==> config.mk <==
export PLATFORM = sky130hd
export DESIGN_NAME = sprite_cmd_dispatcher_flat
export DESIGN_NICKNAME = d
export VERILOG_FILES = /design/src/rtl/sprite_cmd_dispatcher_pkg.sv /design/src/rtl/sprite_cmd_dispatcher_if.sv /design/src/rtl/sprite_cmd_dispatcher_cmd_fifo.sv /design/src/rtl/sprite_cmd_dispatcher.sv /design/src/flat_wrapper.sv
export SDC_FILE = /design/constraint.sdc
export NUM_CORES = 1
export LEC_CHECK = 0
export CORE_MARGIN = 2
export CORE_UTILIZATION = 50
export DETAILED_ROUTE_END_ITERATION = 7
export PLACE_DENSITY_LB_ADDON = 0.15
export RECOVER_POWER = 100
export SETUP_SLACK_MARGIN = 0.1
export SYNTH_ARGS = -nofsm -noshare
export SYNTH_HDL_FRONTEND = slang
export SYNTH_SLANG_ARGS = --single-unit
export TNS_END_PERCENT = 20
==> constraint.sdc <==
create_clock -name clk -period 11.81 [get_ports clk]
set_clock_uncertainty 0.05 [all_clocks]
set_input_delay 1.181 -clock clk [delete_from_list [all_inputs] [get_ports clk]]
set_output_delay 1.181 -clock clk [all_outputs]
set_load 0.005 [all_outputs]
==> src/rtl/sprite_cmd_dispatcher_pkg.sv <==
// Shared types and codes for the sprite command path (command word layout, info/type codes, FSM states).
// Latency: n/a (declarations only).
// Backpressure: n/a.
package sprite_cmd_pkg;

  typedef struct packed {
    logic [5:0]  sub_comp;
    logic [4:0]  child_comp;
    logic [3:0]  info;
    logic [2:0]  input_type;
    logic        pp_selc;
    logic [12:0] input_msg;
  } cmd_word_t;

  localparam logic [3:0] INFO_NOP   = 4'h0;
  localparam logic [3:0] INFO_WRITE = 4'h1;
  localparam logic [3:0] INFO_FLIP  = 4'hF;

  localparam logic [2:0] TYPE_ATTR  = 3'b001;
  localparam logic [2:0] TYPE_X     = 3'b010;
  localparam logic [2:0] TYPE_Y     = 3'b011;
  localparam logic [2:0] TYPE_SHIFT = 3'b100;

  typedef enum logic [1:0] {
    ST_IDLE,
    ST_ISSUE,
    ST_WAIT_VBL
  } disp_state_t;

  function automatic logic [3:0] cmd_info(input cmd_word_t w);
    return w.info;
  endfunction

  function automatic logic cmd_pp_selc(input cmd_word_t w);
    return w.pp_selc;
  endfunction

endpackage

==> src/rtl/sprite_cmd_dispatcher_if.sv <==
// Avalon-MM slave bundle between the HPS bridge and the sprite command dispatcher.
// Latency: n/a (wires only); readdata is combinational from the slave's registers.
// Backpressure: none; the slave never stalls, a full queue drops writes.
interface sprite_cmd_dispatcher_if;
  logic        avs_chipselect;
  logic        avs_write;
  logic        avs_read;
  logic        avs_address;
  logic [31:0] avs_writedata;
  logic [31:0] avs_readdata;

  modport master (
    output avs_chipselect, avs_write, avs_read, avs_address, avs_writedata,
    input  avs_readdata
  );

  modport slave (
    input  avs_chipselect, avs_write, avs_read, avs_address, avs_writedata,
    output avs_readdata
  );
endinterface

==> src/rtl/sprite_cmd_dispatcher_cmd_fifo.sv <==
// Single-clock FIFO with a combinational head view, count, full and empty flags.
// Latency: a pushed word is visible at head one edge after the push.
// Backpressure: push while full is ignored unless a pop happens in the same cycle.
module cmd_fifo #(
  parameter  int DEPTH = 16,
  parameter  int WIDTH = 32,
  localparam int AW    = $clog2(DEPTH)
) (
  input  logic             clk,
  input  logic             reset,
  input  logic             push,
  input  logic [WIDTH-1:0] push_dat,
  input  logic             pop,
  output logic [WIDTH-1:0] head,
  output logic [AW:0]      count,
  output logic             full,
  output logic             empty
);

  localparam logic [AW:0] FULL_CNT = (AW+1)'(DEPTH);

  logic [WIDTH-1:0] mem [DEPTH];
  logic [AW-1:0]    wr_ptr;
  logic [AW-1:0]    rd_ptr;
  logic             do_push;
  logic             do_pop;

  assign do_pop  = pop & ~empty;
  assign do_push = push & (~full | do_pop);
  assign head    = mem[rd_ptr];
  assign full    = (count == FULL_CNT);
  assign empty   = (count == '0);

  // Storage array; contents are don't-care until written, so no reset.
  always_ff @(posedge clk) begin
    if (do_push) mem[wr_ptr] <= push_dat;
  end

  // Pointers wrap modulo depth; count tracks occupancy independently.
  always_ff @(posedge clk) begin
    if (reset) begin
      wr_ptr <= '0;
      rd_ptr <= '0;
      count  <= '0;
    end else begin
      if (do_push) wr_ptr <= wr_ptr + AW'(1);
      if (do_pop)  rd_ptr <= rd_ptr + AW'(1);
      case ({do_push, do_pop})
        2'b10:   count <= count + (AW+1)'(1);
        2'b01:   count <= count - (AW+1)'(1);
        default: count <= count;
      endcase
    end
  end

endmodule

==> src/rtl/sprite_cmd_dispatcher.sv <==
// Buffers HPS sprite commands and broadcasts one per clock on cmd_data; flips wait for vertical blanking.
// Latency: push at edge E reaches cmd_data at edge E+1 when the queue was empty.
// Backpressure: none upstream; a write to a full queue is dropped and sets a sticky overflow bit.
module sprite_cmd_dispatcher
  import sprite_cmd_pkg::*;
#(
  parameter int          FIFO_DEPTH = 16,
  parameter int          V_ACTIVE   = 480,
  parameter logic [3:0]  FLIP_INFO  = 4'hF,
  parameter logic [31:0] NOP_WORD   = 32'h0000_0000
) (
  input  logic                    clk,
  input  logic                    reset,
  sprite_cmd_dispatcher_if.slave  avs,
  input  logic [9:0]              vcount,
  output logic [31:0]             cmd_data,
  output logic                    front_buf
);

  localparam int          AW            = $clog2(FIFO_DEPTH);
  localparam logic [AW:0] CNT_ONE       = (AW+1)'(1);
  localparam logic [9:0]  V_BLANK_START = 10'(V_ACTIVE);

  logic [31:0]  head_raw;
  logic [AW:0]  fifo_count;
  logic         fifo_full;
  logic         fifo_empty;
  logic         push_req;
  logic         status_rd;
  logic         pop;
  logic         overflow;
  logic         flip_done;
  logic         in_vblank;
  logic         head_flip;
  logic         flip_ok;
  disp_state_t  state;

  assign push_req  = avs.avs_chipselect & avs.avs_write & ~avs.avs_address;
  assign status_rd = avs.avs_chipselect & avs.avs_read & avs.avs_address;
  assign in_vblank = (vcount >= V_BLANK_START);
  assign head_flip = ~fifo_empty & (cmd_info(head_raw) == FLIP_INFO);
  assign flip_ok   = in_vblank & ~flip_done;

  cmd_fifo #(
    .DEPTH (FIFO_DEPTH),
    .WIDTH (32)
  ) u_fifo (
    .clk      (clk),
    .reset    (reset),
    .push     (push_req),
    .push_dat (avs.avs_writedata),
    .pop      (pop),
    .head     (head_raw),
    .count    (fifo_count),
    .full     (fifo_full),
    .empty    (fifo_empty)
  );

  // IDLE acts on a freshly arrived head straight away so an empty queue still gives a 2-edge latency.
  always_comb begin
    pop = 1'b0;
    if (!fifo_empty) begin
      if (state == ST_WAIT_VBL) pop = flip_ok;
      else                      pop = ~head_flip | flip_ok;
    end
  end

  // Dispatcher FSM: drives the command bus and front buffer; a held flip blocks everything behind it.
  always_ff @(posedge clk) begin
    if (reset) begin
      state     <= ST_IDLE;
      cmd_data  <= NOP_WORD;
      front_buf <= 1'b0;
      flip_done <= 1'b0;
    end else begin
      cmd_data <= NOP_WORD;
      if (!in_vblank) flip_done <= 1'b0;
      if (pop) begin
        cmd_data <= head_raw;
        if (head_flip) begin
          front_buf <= cmd_pp_selc(head_raw);
          flip_done <= 1'b1;
        end
        state <= (fifo_count == CNT_ONE) ? ST_IDLE : ST_ISSUE;
      end else if (!fifo_empty) begin
        // Only a flip outside an open blanking slot leaves a non-empty queue unpopped.
        state <= ST_WAIT_VBL;
      end else begin
        state <= ST_IDLE;
      end
    end
  end

  // Sticky overflow: a drop in the same cycle as a status read keeps the bit set.
  always_ff @(posedge clk) begin
    if (reset)                              overflow <= 1'b0;
    else if (push_req & fifo_full & ~pop)   overflow <= 1'b1;
    else if (status_rd)                     overflow <= 1'b0;
  end

  // Only one readable register exists, so readdata needs no address decode.
  assign avs.avs_readdata = {20'd0, in_vblank, overflow, front_buf, head_flip, 2'b00, 6'(fifo_count)};

endmodule

==> src/flat_wrapper.sv <==
// flat-port wrapper written by rule: the top's interface ports become plain ports
module sprite_cmd_dispatcher_flat import sprite_cmd_pkg::*;
#(
  parameter int          FIFO_DEPTH = 16,
  parameter int          V_ACTIVE   = 480,
  parameter logic [3:0]  FLIP_INFO  = 4'hF,
  parameter logic [31:0] NOP_WORD   = 32'h0000_0000
)
  (clk, reset, vcount, cmd_data, front_buf, avs_avs_chipselect, avs_avs_write, avs_avs_read, avs_avs_address, avs_avs_writedata, avs_avs_readdata);
  sprite_cmd_dispatcher_if avs_i ();
  input  logic clk;
  input  logic reset;
  input  logic [9:0] vcount;
  output logic [31:0] cmd_data;
  output logic front_buf;
  input wire logic [$bits(avs_i.avs_chipselect)-1:0] avs_avs_chipselect;
  input wire logic [$bits(avs_i.avs_write)-1:0] avs_avs_write;
  input wire logic [$bits(avs_i.avs_read)-1:0] avs_avs_read;
  input wire logic [$bits(avs_i.avs_address)-1:0] avs_avs_address;
  input wire logic [$bits(avs_i.avs_writedata)-1:0] avs_avs_writedata;
  output wire logic [$bits(avs_i.avs_readdata)-1:0] avs_avs_readdata;
  assign avs_i.avs_chipselect = avs_avs_chipselect;
  assign avs_i.avs_write = avs_avs_write;
  assign avs_i.avs_read = avs_avs_read;
  assign avs_i.avs_address = avs_avs_address;
  assign avs_i.avs_writedata = avs_avs_writedata;
  assign avs_avs_readdata = avs_i.avs_readdata;
  sprite_cmd_dispatcher #(.FIFO_DEPTH(FIFO_DEPTH), .V_ACTIVE(V_ACTIVE), .FLIP_INFO(FLIP_INFO), .NOP_WORD(NOP_WORD)) u_core (.clk(clk), .reset(reset), .avs(avs_i), .vcount(vcount), .cmd_data(cmd_data), .front_buf(front_buf));
endmodule
* Word-level counts from Yosys, hierarchy flattened *
Memory sizes are Yosys's and may differ from the RTL's. A register that Yosys moved wholly into a read port is not among the register bits.
Index checks and enable logic that the tools add are counted.

word-level totals
  input port bits = 48
  memories kept = 1
  bits in writable memories = 512
  bits in registers = 50

memories
  memory             depth  width  rd ports  clocked after Yosys merged registers in  wr ports  RTL line                              source
  u_core.u_fifo.mem  16     32     1         1                                        1         sprite_cmd_dispatcher_cmd_fifo.sv:22  logic [WIDTH-1:0] mem [DEPTH];

cells by class
  add/subtract/negate cells = 4
  bitwise operators = 18
  multiplexer cells = 15
  equality and inequality tests = 6
  magnitude comparators = 1
  reductions and logical operators = 5

operator list
  operator             count
  $and 1x1->1          10
  $ge 10x9->1 const B  1
  $mux 1               10
  $pmux 5 s2           1
  $add 4x1->4 const B  2
  $mux 4               2
  $not 1->1            6
  $add 5x1->5 const B  1
  $eq 5x1->1 const B   1
  $eq 5x5->1 const B   1
  $logic_not 5->1      1
  $sub 5x1->5 const B  1
  $eq 2x2->1 const B   2
  $eq 4x4->1 const B   1
  $mux 2               2
  $reduce_bool 2->1    2
  $eq 2x1->1 const B   1
  $or 1x1->1           2
  $reduce_and 2->1     1
  $reduce_or 2->1      1

* Depth between registers and ports, before layout *
Gate-level depths: netlist (run 1).

  word-level depth = 12
  depth in mapped cells = 10

* By module *
Synthesis (run 1) repeated with hierarchy kept, for this count alone.

unflattened totals
  cell total of the unflattened synthesis = 1034
  area total of the unflattened synthesis = 21489.4 µm²

by module, submodules not included
  module                 cells each  area each (µm²)  instances
  cmd_fifo               910         20146.8          1
  sprite_cmd_dispatcher  124         1342.5           1

* Worst setup path after synthesis (run 1) *
OpenSTA, ideal clock, no wires.

  path type = input to register
  start point = in vcount[5]
  end point = mem u_core.u_fifo.mem[3][0] (enable)
  arrival time = 4.161 ns
  setup time = 0.461 ns
  stages on the path = 5
  setup slack = 7.138 ns
  data required time = 11.299 ns
  path buffers = 0
  cells stage by stage = a41oi_1 nor2_1 or3_1 o211ai_2 nor3_1

on the way
  cells in the longest elaborated chain, start to end = 10

RTL lines
  item                            RTL line                              source
  start: declaration              flat_wrapper.sv:13                    input logic [9:0] vcount;
  $ge 10x9->1 *                   sprite_cmd_dispatcher.sv:40           assign in_vblank = (vcount >= V_BLANK_START);
  $and 1x1->1 *                   sprite_cmd_dispatcher.sv:42           assign flip_ok = in_vblank & ~flip_done;
  $or 1x1->1                      sprite_cmd_dispatcher.sv:64           else pop = ~head_flip | flip_ok;
  $mux 1 *                        sprite_cmd_dispatcher.sv:63           if (state == ST_WAIT_VBL) pop = flip_ok;
  $mux 1 *                        sprite_cmd_dispatcher.sv:62           if (!fifo_empty) begin
  $and 1x1->1 *                   sprite_cmd_dispatcher_cmd_fifo.sv:28  assign do_pop = pop & ~empty;
  $or 1x1->1 *                    sprite_cmd_dispatcher_cmd_fifo.sv:29  assign do_push = push & (~full | do_pop);
  $and 1x1->1 *                   sprite_cmd_dispatcher_cmd_fifo.sv:29
  $mux 1 *                        sprite_cmd_dispatcher_cmd_fifo.sv:36  if (do_push) mem[wr_ptr] <= push_dat;
  $mux 1 (not written as such) *  sprite_cmd_dispatcher_cmd_fifo.sv:36
  end: declaration                sprite_cmd_dispatcher_cmd_fifo.sv:22

Mark *: on every way between the ends. The rest lies on a longest branch, timed or not.

==> metrics.csv, run 1 <==
stage;metric;value;unit
status;status;complete, but fails checks;
status;failing checks;max-capacitance violations, max-slew violations;
pwr;Peak supply drop;0.114;mV
worst_setup_path;CP required;11.96;ns
worst_setup_path;nature of the critical path startpoint;flop;
floorplanning;Initial Utilization;0.504;
worst_setup_path;peak fanout along the critical path;105;
logic_synthesis;Mapped Area;21600;sq um
cts;Root Buffer;clkbuf_16;
floorplanning;Die Footprint;44800;sq um
pwr;net switching power of the design;1.26;mW
logic_synthesis;async set-reset flop share out of synthesis;0;
pwr;clock power share;0.349;
drt;Iteration-0 DRC Markers;750;
global_routing;pin count of the biggest net entering global routing;106;
worst_setup_path;WP buf/inv;2;
floorplanning;Std-Cell Rows;76;
placed_design;placed cell areas;23000;sq um
cts;Worst-Skew Late Latency;0.62;ns
timing;post-route minimum period;7.56;ns
worst_setup_path;critical path cell sequence;buf_12 > mux4_1 > mux2i_1 > mux2_1 > a211oi_1 > a21oi_1 > o211ai_1 > nor2b_1 > clkbuf_1;
finish;# nets final;1149;
floorplanning;core area;42800;sq um
logic_synthesis;Post-Syn Instances;974;
logic_synthesis;dominant synthesized flop cell;edfxtp_1;
cts;setup bufs post-CTS;0;
worst_setup_path;Worst path max stage delay;1.69;ns
global_routing;first-pass GRT wire length;63.9;mm
floorplanning;Die X;212;um
cts;Post-CTS Hold Buffers;0;
floorplanning;top-level port count;113;
cts;H-Tree Depth;2;
drt;vias;9643;
timing;period utilization;0.640;
global_routing;antenna violations before repair;3;
drt;First-pass DRT Iterations;5;
timing;Max Slew Vio Count;436;
cts;# clock sinks;566;
logic_synthesis;Post-synth EDFFs;512;
worst_setup_path;family with the most delay on the worst path;buffers and inverters;
logic_synthesis;yosys warns;0;
timing;Max Clock Freq;0.132;GHz
drt;wire per inst;25.5;um
finish;commonest non-fill, non-tap cell in the layout;edfxtp_1;
worst_setup_path;CP Capture Type;flop;
placed_design;DP Wirelength;21.6;mm
pwr;internal power;3.81;mW
floorplanning;Die H;212;um
finish;layout cells sized above 1;0.223;
global_routing;GRT Util Overall;0.199;
logic_synthesis;Netlist cell types;55;
cts;CTS tree;done;
finish;area grow syn2layout;14.6;%
worst_setup_path;Worst Path Arrival;7.71;ns
placed_design;IO Port Bufs;84;
timing;final setup TNS;0;ns
pwr;Flop pwr share;0.458;
finish;commonest non-fill, non-tap cells in the layout;edfxtp_1, mux4_2, dlygate4sd3_1;
timing;Final Hold Vio Count;0;
flow_run;max-cap viol count;17;
timing;Tightest Pin Transition;2.93;ns
cts;number of CTS-inserted buffers;58;
placed_design;GPL Wtd Cong;0.739;
cts;# resized after CTS;0;
worst_setup_path;Setup CP Type;flop to flop;
hold_path;worst hold path type;flop to flop;
finish;fin area;24700;sq um
pwr;Pwr Density;205;nW/um^2
worst_setup_path;slowest CP cell;dfxtp_1;
timing;Slew headroom;-0.953;
cts;CTS Buffer Depth;3;
logic_synthesis;Avg Inst Size Synth;22.1;sq um
finish;Non-Filler Instances;1687;
placed_design;placed insts;1578;
drt;total wire length;43.0;mm
timing;Final setup viols;0;
drt;vias per cell;5.72;
drt;Post-DRT Antenna Nets;0;
pwr;Sw Ratio;0.248;
timing;RSZ-0062 raised after global routing;no;
drt;drt drc;0;
logic_synthesis;Seq cells post-synth;566;
logic_synthesis;register area share after synthesis;0.764;
global_routing;vias in the first global route;9829;
pwr;leakage;7.91;nW
cts;clk slew on worst S/H paths;0.06;ns
global_routing;GR Overflow Total;0;
pwr;combinational power share;0.193;
==> Yosys cell counts (2+ instances only) <==
cell type | number | area (sq um)
mux2i_1 | 18 | 180
xnor2_1 | 3 | 26.3
clkbuf_1 | 22 | 82.6
nor2_1 | 26 | 97.6
nor3_1 | 2 | 10.0
nor2b_1 | 35 | 219
buf_2 | 8 | 40.0
a21o_1 | 2 | 15.0
a22oi_1 | 2 | 15.0
dfxtp_1 | 54 | 1080
mux4_2 | 149 | 3360
edfxtp_1 | 512 | 15400
inv_1 | 8 | 30.0
or3_1 | 2 | 12.5
a22oi_2 | 2 | 25.0
o21bai_1 | 2 | 15.0
mux2_1 | 2 | 22.5
xor2_1 | 3 | 26.3
buf_1 | 9 | 33.8
a221oi_1 | 3 | 26.3
and3_1 | 13 | 81.3
a221oi_2 | 3 | 45.0
buf_6 | 2 | 22.5
nand2_1 | 7 | 26.3
nand3_1 | 5 | 25.0
and2_1 | 2 | 12.5
a21oi_1 | 10 | 50.1
buf_4 | 27 | 203
a31oi_1 | 2 | 12.5
nand4_1 | 5 | 31.3
or2_2 | 2 | 12.5
ha_1 | 9 | 113
==> logic make-up after synthesis <==
group | synth area share
AOI/OAI and AO/OA | 0.0152
xor gates and xnor gates | 0.00244
adders and majority gates | 0.00523
buffers and inverters | 0.0202
DFF | 0.764
muxes | 0.167
other | 0.000174
and+or+nand+nor | 0.0264
==> per-stage QoR <==
| stage | hold slack [ns] | worst slack [ns] | power, mW | util |
|---|---|---|---|---|
| finish | 0.399 | 4.25 | 5.07 | 0.577 |
| global route | 0.443 | 3.59 | 5.28 | 0.577 |
| CTS | 0.413 | 6.38 | 5.16 | 0.580 |
| detailed placement | 0.404 | 6.75 | 3.40 | 0.537 |
| global placement | 0.399 | 6.74 | 3.40 | 0.537 |
| floorplan | 0.382 | 7.14 | 3.09 | - |
==> path summary, 6_finish.rpt <==
kind / from / end / slack, ns / cells after the start
hold / removal: u_core.overflow$_SDFFE_PP0P_ / u_core.overflow$_SDFFE_PP0P_ / 0.40 / 2
hold reg to reg: u_core.overflow$_SDFFE_PP0P_ / u_core.overflow$_SDFFE_PP0P_ / 0.40 / 2
setup reg to reg: flop / u_core.u_fifo.mem[11][20]$_DFFE_PP_ / 4.25 / 9
setup / recovery: flop / u_core.u_fifo.mem[11][20]$_DFFE_PP_ / 4.25 / 9
==> registers in the layout, summed over array words and instances, names as in the netlist, named ones only <==
name	flops
u_core.u_fifo.mem	512
u_core.cmd_data	32
u_core.u_fifo.count	5
u_core.u_fifo.rd_ptr	4
u_core.u_fifo.wr_ptr	4
u_core.state	2
u_core.flip_done	1
u_core.front_buf	1
u_core.overflow	1
==> layer usage <==
layer | vias up | part of all wire | global-route usage
li1 | 4228 | - | -
met1 | 5126 | 0.45 | 0.293
met2 | 220 | 0.48 | 0.308
met3 | 65 | 0.049 | 0.0421
met4 | 4 | 0.019 | 0.0493
met5 | - | 0.00063 | 0
==> power groups by stage <==
stage | sequential, mW | combinational [mW] | clock [mW]
5_1_grt | 2.33 | 1.07 | 1.88
3_3_place_gp | 2.37 | 1.03 | 0
4_1_cts | 2.33 | 1.03 | 1.80
2_1_floorplan | 2.32 | 0.767 | 0
3_5_place_dp | 2.37 | 1.03 | 0
6_report | 2.32 | 0.980 | 1.77
==> worst min-delay path, cell delays in order (launching register included) <==
cell and delay [ns]:
dfxtp_1 0.30, nand2_1 0.05, a21oi_1 0.05
==> layout make-up <==
cell class,instances,area (sq um)
Clock inverter,29,273
Tap cell,546,683
Inverter,9,33.8
Sequential cell,566,16500
Clock buffer,79,1570
Antenna cell,1,2.50
Fill cell,3124,18100
Timing Repair Buffer,105,951
Multi-Input combinational cell,352,4720
Note: power is estimated with default switching activity, not from simulation.
==> run 2, diff against run 1 <==
Clock period 11.81 ns to 6.6 ns, I/O delays scaled along.
==> run 2 against run 1 <==
  * The flow still finishes with violations (max-capacitance violations, max-slew violations)
  * Global-route usage fell by 0.17 points
  * First-iteration DRC count rose by 12%
  * Combinational power rose by 80%
  * Cell count fell by 0.30%
  * Non-clock buffer count did not move
  * Final area fell by 0.51%
  * Largest cell class unchanged
  * Highest routed layer unchanged
==> metrics.csv, run 2 (synthesis results as in run 1) <==
stage;metric;value;unit
cts;clk slew on worst S/H paths;0.06;ns
global_routing;antenna violations before repair;3;
placed_design;DP Wirelength;22.8;mm
drt;First-pass DRT Iterations;5;
drt;total wire length;42.6;mm
finish;Seq. cell area;16500;sq um
cts;setup bufs post-CTS;0;
floorplanning;Initial Utilization;0.504;
pwr;internal power;6.67;mW
finish;Top Registers;u_core.u_fifo.mem: 512 flops, u_core.cmd_data: 32 flops, u_core.u_fifo.count: 5 flops;
worst_setup_path;Worst Path Arrival;5.32;ns
pwr;net switching power of the design;2.19;mW
finish;commonest non-fill, non-tap cell in the layout;edfxtp_1;
global_routing;pin count of the biggest net entering global routing;62;
worst_setup_path;CP Capture Type;flop;
timing;final setup TNS;0;ns
timing;hold_ws;0.395;ns
pwr;clock power share;0.332;
worst_setup_path;nature of the critical path startpoint;flop;
timing;Max Slew Vio Count;238;
status;status;complete, but fails checks;
placed_design;IO Port Bufs;84;
drt;vias per cell;5.73;
cts;Root Buffer;clkbuf_16;
worst_setup_path;Setup CP Type;flop to flop;
global_routing;GR Overflow Total;0;
timing;period utilization;0.785;
hold_path;worst hold path type;flop to flop;
pwr;Sw Ratio;0.247;
status;failing checks;max-capacitance violations, max-slew violations;
cts;# resized after CTS;0;
timing;Tightest Pin Transition;2.15;ns
finish;fill count;3165;
worst_setup_path;CP required;6.74;ns
timing;Max Clock Freq;0.193;GHz
worst_setup_path;peak fanout along the critical path;34;
finish;max reg flops;512;
floorplanning;Die X;212;um
finish;# nets final;1146;
cts;CTS tree;done;
timing;Final setup viols;0;
pwr;combinational power share;0.199;
drt;Post-DRT Antenna Nets;0;
pwr;leakage;7.87;nW
finish;area grow syn2layout;14.0;%
pwr;Flop pwr share;0.469;
placed_design;GPL Wtd Cong;0.745;
finish;multi-input logic area;4730;sq um
floorplanning;top-level port count;113;
finish;Top reg by flops;u_core.u_fifo.mem;
floorplanning;Die Footprint;44800;sq um
timing;Final Hold Vio Count;0;
drt;Iteration-0 DRC Markers;838;
floorplanning;Die H;212;um
timing;RSZ-0062 raised after global routing;no;
global_routing;first-pass GRT wire length;63.8;mm
cts;H-Tree Depth;2;
timing;post-route minimum period;5.18;ns
finish;commonest non-fill, non-tap cells in the layout;edfxtp_1, mux4_2, dlygate4sd3_1;
cts;number of CTS-inserted buffers;55;
drt;vias;9633;
cts;# clock sinks;566;
timing;Slew headroom;-0.436;
finish;layout cells sized above 1;0.223;
floorplanning;core area;42800;sq um
cts;Worst-Skew Late Latency;0.59;ns
cts;CTS Buffer Depth;3;
floorplanning;Std-Cell Rows;76;
cts;Post-CTS Hold Buffers;0;
drt;drt drc;0;
pwr;Peak supply drop;0.227;mV
drt;wire per inst;25.3;um
global_routing;GRT Util Overall;0.197;
flow_run;max-cap viol count;8;
pwr;Pwr Density;361;nW/um^2
global_routing;vias in the first global route;9880;
[run 2: critical path: stages, from the launching register on]
cell	delay, ns
dfxtp_4	0.77
mux4_1	0.65
mux2i_1	0.18
mux2_1	0.27
a211oi_1	0.10
a21o_1	0.23
a21oi_1	0.71
and3_1	0.68
clkbuf_1	1.09
[run 2: final cells by class]
cell class / count / share of cell area
multi-input cells: 352 / 0.192
flip-flops and latches: 566 / 0.670
inverters: 9 / 0.00137
clock inverters: 22 / 0.00514
clock buffers: 81 / 0.0638
diodes: 1 / 0.000102
repair buffers: 105 / 0.0393
well taps: 546 / 0.0278
[run 2: power by group through the flow]
stage,sequential [mW],clock [mW],combinational (mW)
after floorplan,4.15,0,1.37
after global placement,4.24,0,1.84
after detailed placement,4.24,0,1.85
after CTS,4.17,3.01,1.86
after global routing,4.18,3.15,1.91
final,4.15,2.95,1.76
[run 2: path summary, 6_finish.rpt]
path	start	to	slack (ns)	cells after the start
worst max-delay path	flop	u_core.u_fifo.mem[2][4]$_DFFE_PP_	1.42	8
worst min-delay path	u_core.overflow$_SDFFE_PP0P_	u_core.overflow$_SDFFE_PP0P_	0.40	2
worst max register to register	flop	u_core.u_fifo.mem[2][4]$_DFFE_PP_	1.42	8
worst min register to register	u_core.overflow$_SDFFE_PP0P_	u_core.overflow$_SDFFE_PP0P_	0.40	2
[run 2: per-stage QoR]
stage	utilization	setup WS [ns]	power [mW]	std cells	area [sq um]
2_1_floorplan	-	1.99	5.53	996	21600
3_5_place_dp	0.537	2.31	6.09	1578	23000
5_1_grt	0.574	1.06	9.23	1681	24600
4_1_cts	0.576	2.21	9.04	1681	24700
6_report	0.574	1.42	8.86	1682	24600
3_3_place_gp	0.537	2.38	6.08	1578	23000
[run 2: routing by layer]
metal	part of all wire	GRT usage	vias to the layer above
li1	-	-	4222
met1	0.44	0.281	5136
met2	0.50	0.321	219
met3	0.048	0.0375	54
met4	0.016	0.0459	2
met5	0.00038	0	-
